--- src/rtl/vlane_dispatch.sv ---
// vlane_dispatch: command FIFO feeding one in-flight vector instruction broadcast to LANES lanes.
// Optional feature macro: VLANE_DISPATCH_BYPASS_EN (idle/empty dispatcher skips the FIFO).
package vect_pkg;
  typedef struct packed {
    logic [5:0] funct6;
    logic       vm;
    logic [4:0] vs2;
    logic [4:0] vs1;
    logic [2:0] funct3;
    logic [4:0] vd;
    logic [6:0] opcode;
  } arithm_instr_t;
endpackage

module vlane_dispatch
  import vect_pkg::*;
#(
  parameter int DATA_WIDTH = 32,
  parameter int LANES      = 4,
  parameter int FIFO_DEPTH = 4
) (
  input  logic                             clk_i,
  input  logic                             rst_i,
  input  logic                             cmd_valid_i,
  output logic                             cmd_ready_o,
  input  arithm_instr_t                    cmd_instr_i,
  input  logic [DATA_WIDTH-1:0]            cmd_rs1_i,
  output logic                             lane_instr_req_o,
  output logic                             lane_instr_valid_o,
  output arithm_instr_t                    lane_instr_o,
  output logic [DATA_WIDTH-1:0]            lane_rs1_o,
  input  logic [LANES-1:0]                 lane_ready_i,
  output logic                             done_o,
  output logic                             busy_o,
  output logic [$clog2(FIFO_DEPTH+1)-1:0]  fifo_count_o,
  output logic                             err_o
);
  localparam int PW = $clog2(FIFO_DEPTH);
  localparam int CW = $clog2(FIFO_DEPTH + 1);

  typedef enum logic [1:0] {
    ST_IDLE  = 2'd0,
    ST_ISSUE = 2'd1,
    ST_WAIT  = 2'd2
  } state_t;

  state_t                  state_r, next_state_s;
  arithm_instr_t           instr_mem_r [FIFO_DEPTH];
  logic [DATA_WIDTH-1:0]   rs1_mem_r   [FIFO_DEPTH];
  logic [PW-1:0]           wptr_r, rptr_r;
  logic [CW-1:0]           count_r;
  arithm_instr_t           instr_r;
  logic [DATA_WIDTH-1:0]   rs1_r;
  logic [LANES-1:0]        pending_r, pend_next_s, pend_clear_s;
  logic                    err_r, err_set_s;
  logic                    full_s, empty_s, handshake_s, bypass_s, push_s, pop_s, done_s;

  assign full_s  = (count_r == CW'(FIFO_DEPTH));
  assign empty_s = (count_r == {CW{1'b0}});

  assign cmd_ready_o        = !full_s && !rst_i;
  assign lane_instr_req_o   = (state_r == ST_ISSUE);
  assign lane_instr_valid_o = (state_r == ST_ISSUE) || (state_r == ST_WAIT);
  assign lane_instr_o       = instr_r;
  assign lane_rs1_o         = rs1_r;
  assign done_o             = done_s;
  assign busy_o             = (state_r != ST_IDLE) || !empty_s;
  assign fifo_count_o       = count_r;
  assign err_o              = err_r;

  // Classify the accepted command: straight into the issue registers or into the FIFO.
  always_comb begin
    handshake_s = cmd_valid_i && cmd_ready_o;
`ifdef VLANE_DISPATCH_BYPASS_EN
    bypass_s = handshake_s && (state_r == ST_IDLE) && empty_s;
`else
    bypass_s = 1'b0;
`endif
    push_s = handshake_s && !bypass_s;
  end

  // Next-state, pop and retire decode; done is combinational on the final lane pulse.
  always_comb begin
    next_state_s = state_r;
    pend_next_s  = pending_r;
    pend_clear_s = pending_r & ~lane_ready_i;
    pop_s        = 1'b0;
    done_s       = 1'b0;
    case (state_r)
      ST_IDLE: begin
        if (!empty_s) begin
          pop_s        = 1'b1;
          next_state_s = ST_ISSUE;
        end else if (bypass_s) begin
          next_state_s = ST_ISSUE;
        end else begin
          next_state_s = ST_IDLE;
        end
      end
      ST_ISSUE: begin
        pend_next_s  = {LANES{1'b1}};
        next_state_s = ST_WAIT;
      end
      ST_WAIT: begin
        pend_next_s = pend_clear_s;
        if (pend_clear_s == {LANES{1'b0}}) begin
          done_s = 1'b1;
          if (!empty_s) begin
            pop_s        = 1'b1;
            next_state_s = ST_ISSUE;
          end else begin
            next_state_s = ST_IDLE;
          end
        end else begin
          next_state_s = ST_WAIT;
        end
      end
      default: begin
        next_state_s = ST_IDLE;
      end
    endcase
  end

  // A completion pulse is illegal outside WAIT or for a lane that already finished.
  always_comb begin
    if (state_r == ST_WAIT) begin
      err_set_s = |(lane_ready_i & ~pending_r);
    end else begin
      err_set_s = |lane_ready_i;
    end
  end

  // FIFO storage; contents are don't-care until written, so it carries no reset.
  always_ff @(posedge clk_i) begin
    if (push_s) begin
      instr_mem_r[wptr_r] <= cmd_instr_i;
      rs1_mem_r[wptr_r]   <= cmd_rs1_i;
    end
  end

  // Control state, pointers, count, issue registers and sticky error.
  always_ff @(posedge clk_i) begin
    if (rst_i) begin
      state_r   <= ST_IDLE;
      wptr_r    <= {PW{1'b0}};
      rptr_r    <= {PW{1'b0}};
      count_r   <= {CW{1'b0}};
      pending_r <= {LANES{1'b0}};
      instr_r   <= '0;
      rs1_r     <= {DATA_WIDTH{1'b0}};
      err_r     <= 1'b0;
    end else begin
      state_r   <= next_state_s;
      pending_r <= pend_next_s;
      err_r     <= err_r | err_set_s;
      if (push_s) wptr_r <= wptr_r + PW'(1);
      if (pop_s)  rptr_r <= rptr_r + PW'(1);
      case ({push_s, pop_s})
        2'b10:   count_r <= count_r + CW'(1);
        2'b01:   count_r <= count_r - CW'(1);
        default: count_r <= count_r;
      endcase
      if (pop_s) begin
        instr_r <= instr_mem_r[rptr_r];
        rs1_r   <= rs1_mem_r[rptr_r];
      end else if (bypass_s) begin
        instr_r <= cmd_instr_i;
        rs1_r   <= cmd_rs1_i;
      end
    end
  end

endmodule

--- config.mk ---
export PLATFORM = sky130hd
export DESIGN_NAME = vlane_dispatch
export DESIGN_NICKNAME = d
export VERILOG_FILES = /design/src/rtl/vlane_dispatch.sv
export SDC_FILE = /design/constraint.sdc
export NUM_CORES = 1
export LEC_CHECK = 0
export ABC_AREA = 1
export ABC_CLOCK_PERIOD_IN_PS = 6500
export BUFFER_PORTS_ARGS = -buffer_cell sky130_fd_sc_hd__buf_2
export CORE_MARGIN = 10
export CORE_UTILIZATION = 40
export CTS_BUF_LIST = sky130_fd_sc_hd__clkbuf_4 sky130_fd_sc_hd__clkbuf_8 sky130_fd_sc_hd__clkbuf_16
export CTS_CLUSTER_DIAMETER = 50
export CTS_CLUSTER_SIZE = 24
export DETAILED_ROUTE_END_ITERATION = 8
export PLACE_DENSITY = 0.63
export SYNTH_ARGS = -nofsm -noshare
export SYNTH_HDL_FRONTEND = slang
export SYNTH_SLANG_ARGS = --single-unit
--- constraint.sdc ---
create_clock -name clk_i -period 6.5 [get_ports clk_i]
set_clock_uncertainty 0.1 [all_clocks]
set_input_delay 0.65 -clock clk_i [delete_from_list [all_inputs] [get_ports clk_i]]
set_output_delay 0.65 -clock clk_i [all_outputs]
set_load 0.005 [all_outputs]
==> summary.md <==
| Metric | Value |
|---|---|
| Largest family of logic cells by synthesized area | `simple AND/OR/NAND/NOR gates` |
| DR pass1 iterations | `4` |
| Most frequent cells in the layout | `nor2_1, edfxtp_1, o21ai_0` |
| Synth Area in Compound Gates | `0.0835` |
| CTS sink count | `334` |
| Post-route ant nets | `0` |
| Total congestion overflow | `0` |
| Commonest non-fill, non-tap cell in the layout | `nor2_1` |
| Worst r2r path cells | `11` |
| Final setup TNS | `0 ns` |
| CP Capture Type | `flop` |
| # Post-CTS Setup Buffers | `0` |
| Startpoint types | `flop` |
| Relative slew slack | `0.260` |
| Min-Delay Startpoint | `cmd_instr_i[23]` |
| Post-DP Area | `14100 sq um` |
| CTS Buf Count | `29` |
| Clk buf depth | `3` |
| Die Height | `201 microns` |
| Total global-route track usage | `0.139` |
| Via count | `8378` |
| Boundary pin count | `144` |
| Simple-gate share of the synthesized area | `0.161` |
| CP arrival | `3.51 ns` |
| Clk_lat worst skew | `0.54 ns` |
| Syn Nets | `1224` |
| Htree depth | `1` |
| Largest net degree at the start of global routing | `106` |
| Maximum clock frequency | `0.314 GHz` |
| Total Wirelength | `29.3 mm` |
| Number of gates resized after CTS | `0` |
| Final Cell Area | `15100 sq um` |
| DRC violations left | `0` |
| Vias in the first global route | `8100` |
| Reg2Reg Setup Slack | `3.32 ns` |
| Initial antenna violation count | `10` |
| Hold Worst Slack | `0.215 ns` |
| Slew Limit Fails | `0` |
| Routed len/inst | `17.0 microns` |
| Synth cell types | `26` |
| Max VDD drop | `0.247 mV` |
| Layout fillers | `2951` |
| Die Wd | `201 microns` |
| Drt via density | `4.87` |
| Multiplexer share of the synthesized area | `0` |
| Post-Syn Instances | `1143` |
| Status | `finished clean` |
| Slew @ Worst Pin | `1.11 ns` |
| Critical R2R Launch | `state_r[0]` |
| Hold Buf Count CTS | `0` |
| Avg Inst Size Synth | `11.5 sq um` |
| RD Place Congestion | `0.756` |
| Layout overhead on the synthesized area | `15.1%` |
| Min Tclk post-route | `3.18 ns` |
| Power Density | `429 nW/um^2` |
| NumNets Final | `1334` |
| Gr busiest metal | `met2` |
| Hold-critical path depth | `1` |
| Util after Layout | `0.466` |
| CTS tree | `done` |
| CTS root buffer | `clkbuf_16` |
| CP required | `6.83 ns` |
| Worst Hold Endpoint | `instr_mem_r[2][23]` |
| GR Util met2 | `0.236` |
| Final setup viols | `0` |
| Post-detail-place hpwl | `16.7 mm` |
| Port Buffer Count | `143` |
| CP max FO | `65` |
| Adder-Cell Fraction of Synth Area | `0.0101` |
| Total power | `0.00649 W` |
| Iter 0 DRT Violations | `483` |
| Final hold violation count | `0` |
| FF-to-FF End | `fifo_count_o[2]` |
| Crit Path Class | `reg -> reg` |
| Synthesis Warnings | `0` |
| Static Leak | `5.71 nW` |
| Hold Path Class | `in -> reg` |
| Clk slew on worst S/H paths | `0.08 ns` |
| Post-Synth XOR/XNOR Area | `0` |
| Netlist Area Pre-Place | `13100 sq um` |
| Met3 usage in global routing | `0.0402` |
| MaxCap Viol Count | `0` |
| Period utilization | `0.490` |
| Met1 usage | `0.171` |
| Proportion of layout cells with a drive suffix above 1 | `0.176` |
| Die area | `40500 sq um` |
| First-pass GRT wire length | `45.2 mm` |
| RSZ-0062 raised after global routing | `no` |
| Synth Register Bits | `334` |
| Post-synthesis sequential area ratio | `0.703` |
| Core area | `32500 sq um` |
| Starting Density | `0.405` |
| Crit path from | `state_r[0]` |
| Placement row count | `66` |
==> kinds of logic (layout without fill, tap and decap cells) <==
family,Yosys count,after routing
simple gates,485,485
compound gates,219,219
other cells,0,4
fa+ha+maj,10,10
flops,334,334
buf+inv,95,227
==> worst max-delay path: stages (launching register included) <==
cell and delay (ns):
dfxtp_1 0.34, inv_1 0.12, ha_1 0.40, nand3_4 0.73, nand2_1 0.30, ha_1 0.18
inv_1 0.07, fa_1 0.38, a21oi_1 0.14, o21ai_0 0.11, o21ai_0 0.16, a21oi_1 0.06
==> registers in the layout, indices dropped and copies added (netlist names), 2 cells and up <==
signal,count
fifo_count_o,3
lane_rs1_o,32
instr_mem_r,128
lane_instr_o,32
rs1_mem_r,128
state_r,2
pending_r,4
rptr_r,2
wptr_r,2
==> cells in the mapped netlist, drive strengths merged <==
cell      n  area share
nor2    330       0.095
edfxtp  256        0.58
o21ai   202       0.077
nand2    83       0.025
dfxtp    78        0.12
nand3b   64       0.037
buf      54       0.030
inv      23      0.0066
clkbuf   18      0.0055
a21oi    16      0.0061
ha        9      0.0086
nand3     5      0.0023
nor3      3      0.0024
a31oi     1     0.00048
fa        1      0.0015
==> metal layers <==
layer  part of all wire  vias to the layer above  wire length, microns
met5             0.0022                        -                    64
met4              0.015                       12                   445
met3              0.064                       45                  1870
met2               0.49                      164                 14400
met1               0.43                     3987                 12500
li1                   -                     4170                     -
==> report_power, final <==
group          leakage, nW  switching (W)  internal [W]  total, W
registers             2.97       0.000176       0.00255   0.00273
logic                 2.22        0.00124      0.000683   0.00192
clock network        0.520       0.000872      0.000968   0.00184
==> metrics by stage <==
| stage | instances | setup WS, ns |
|---|---|---|
| after CTS | 1717 | 3.26 |
| after detailed placement | 1664 | 3.02 |
| after floorplan | 1143 | 2.07 |
| after global placement | 1664 | 3.06 |
| after global routing | 1719 | 2.98 |
| final | 1721 | 3.32 |
==> worst max path at each step <==
stage	endpoint	slack (ns)	depth (start not counted)
after global placement	rs1_mem_r[0][21]	3.06	5
after detailed placement	rs1_mem_r[0][22]	3.02	5
after CTS	rs1_mem_r[0][14]	3.26	5
final	fifo_count_o[2]	3.32	11
after global routing	fifo_count_o[2]	2.98	11
after floorplan	instr_mem_r[0][0]	2.07	3
==> layout make-up <==
| type | instances | area (sq um) | area share |
|---|---|---|---|
| Clock inverter | 24 | 332 | 0.0219 |
| Antenna cell | 4 | 10.0 | 0.000661 |
| Timing Repair Buffer | 151 | 776 | 0.0513 |
| Tap cell | 442 | 553 | 0.0365 |
| Sequential cell | 334 | 9260 | 0.612 |
| Inverter | 23 | 88.8 | 0.00587 |
| Clock buffer | 29 | 726 | 0.0479 |
| Multi-Input combinational cell | 714 | 3390 | 0.224 |
No activity file was read; power rests on OpenSTA's default activity.
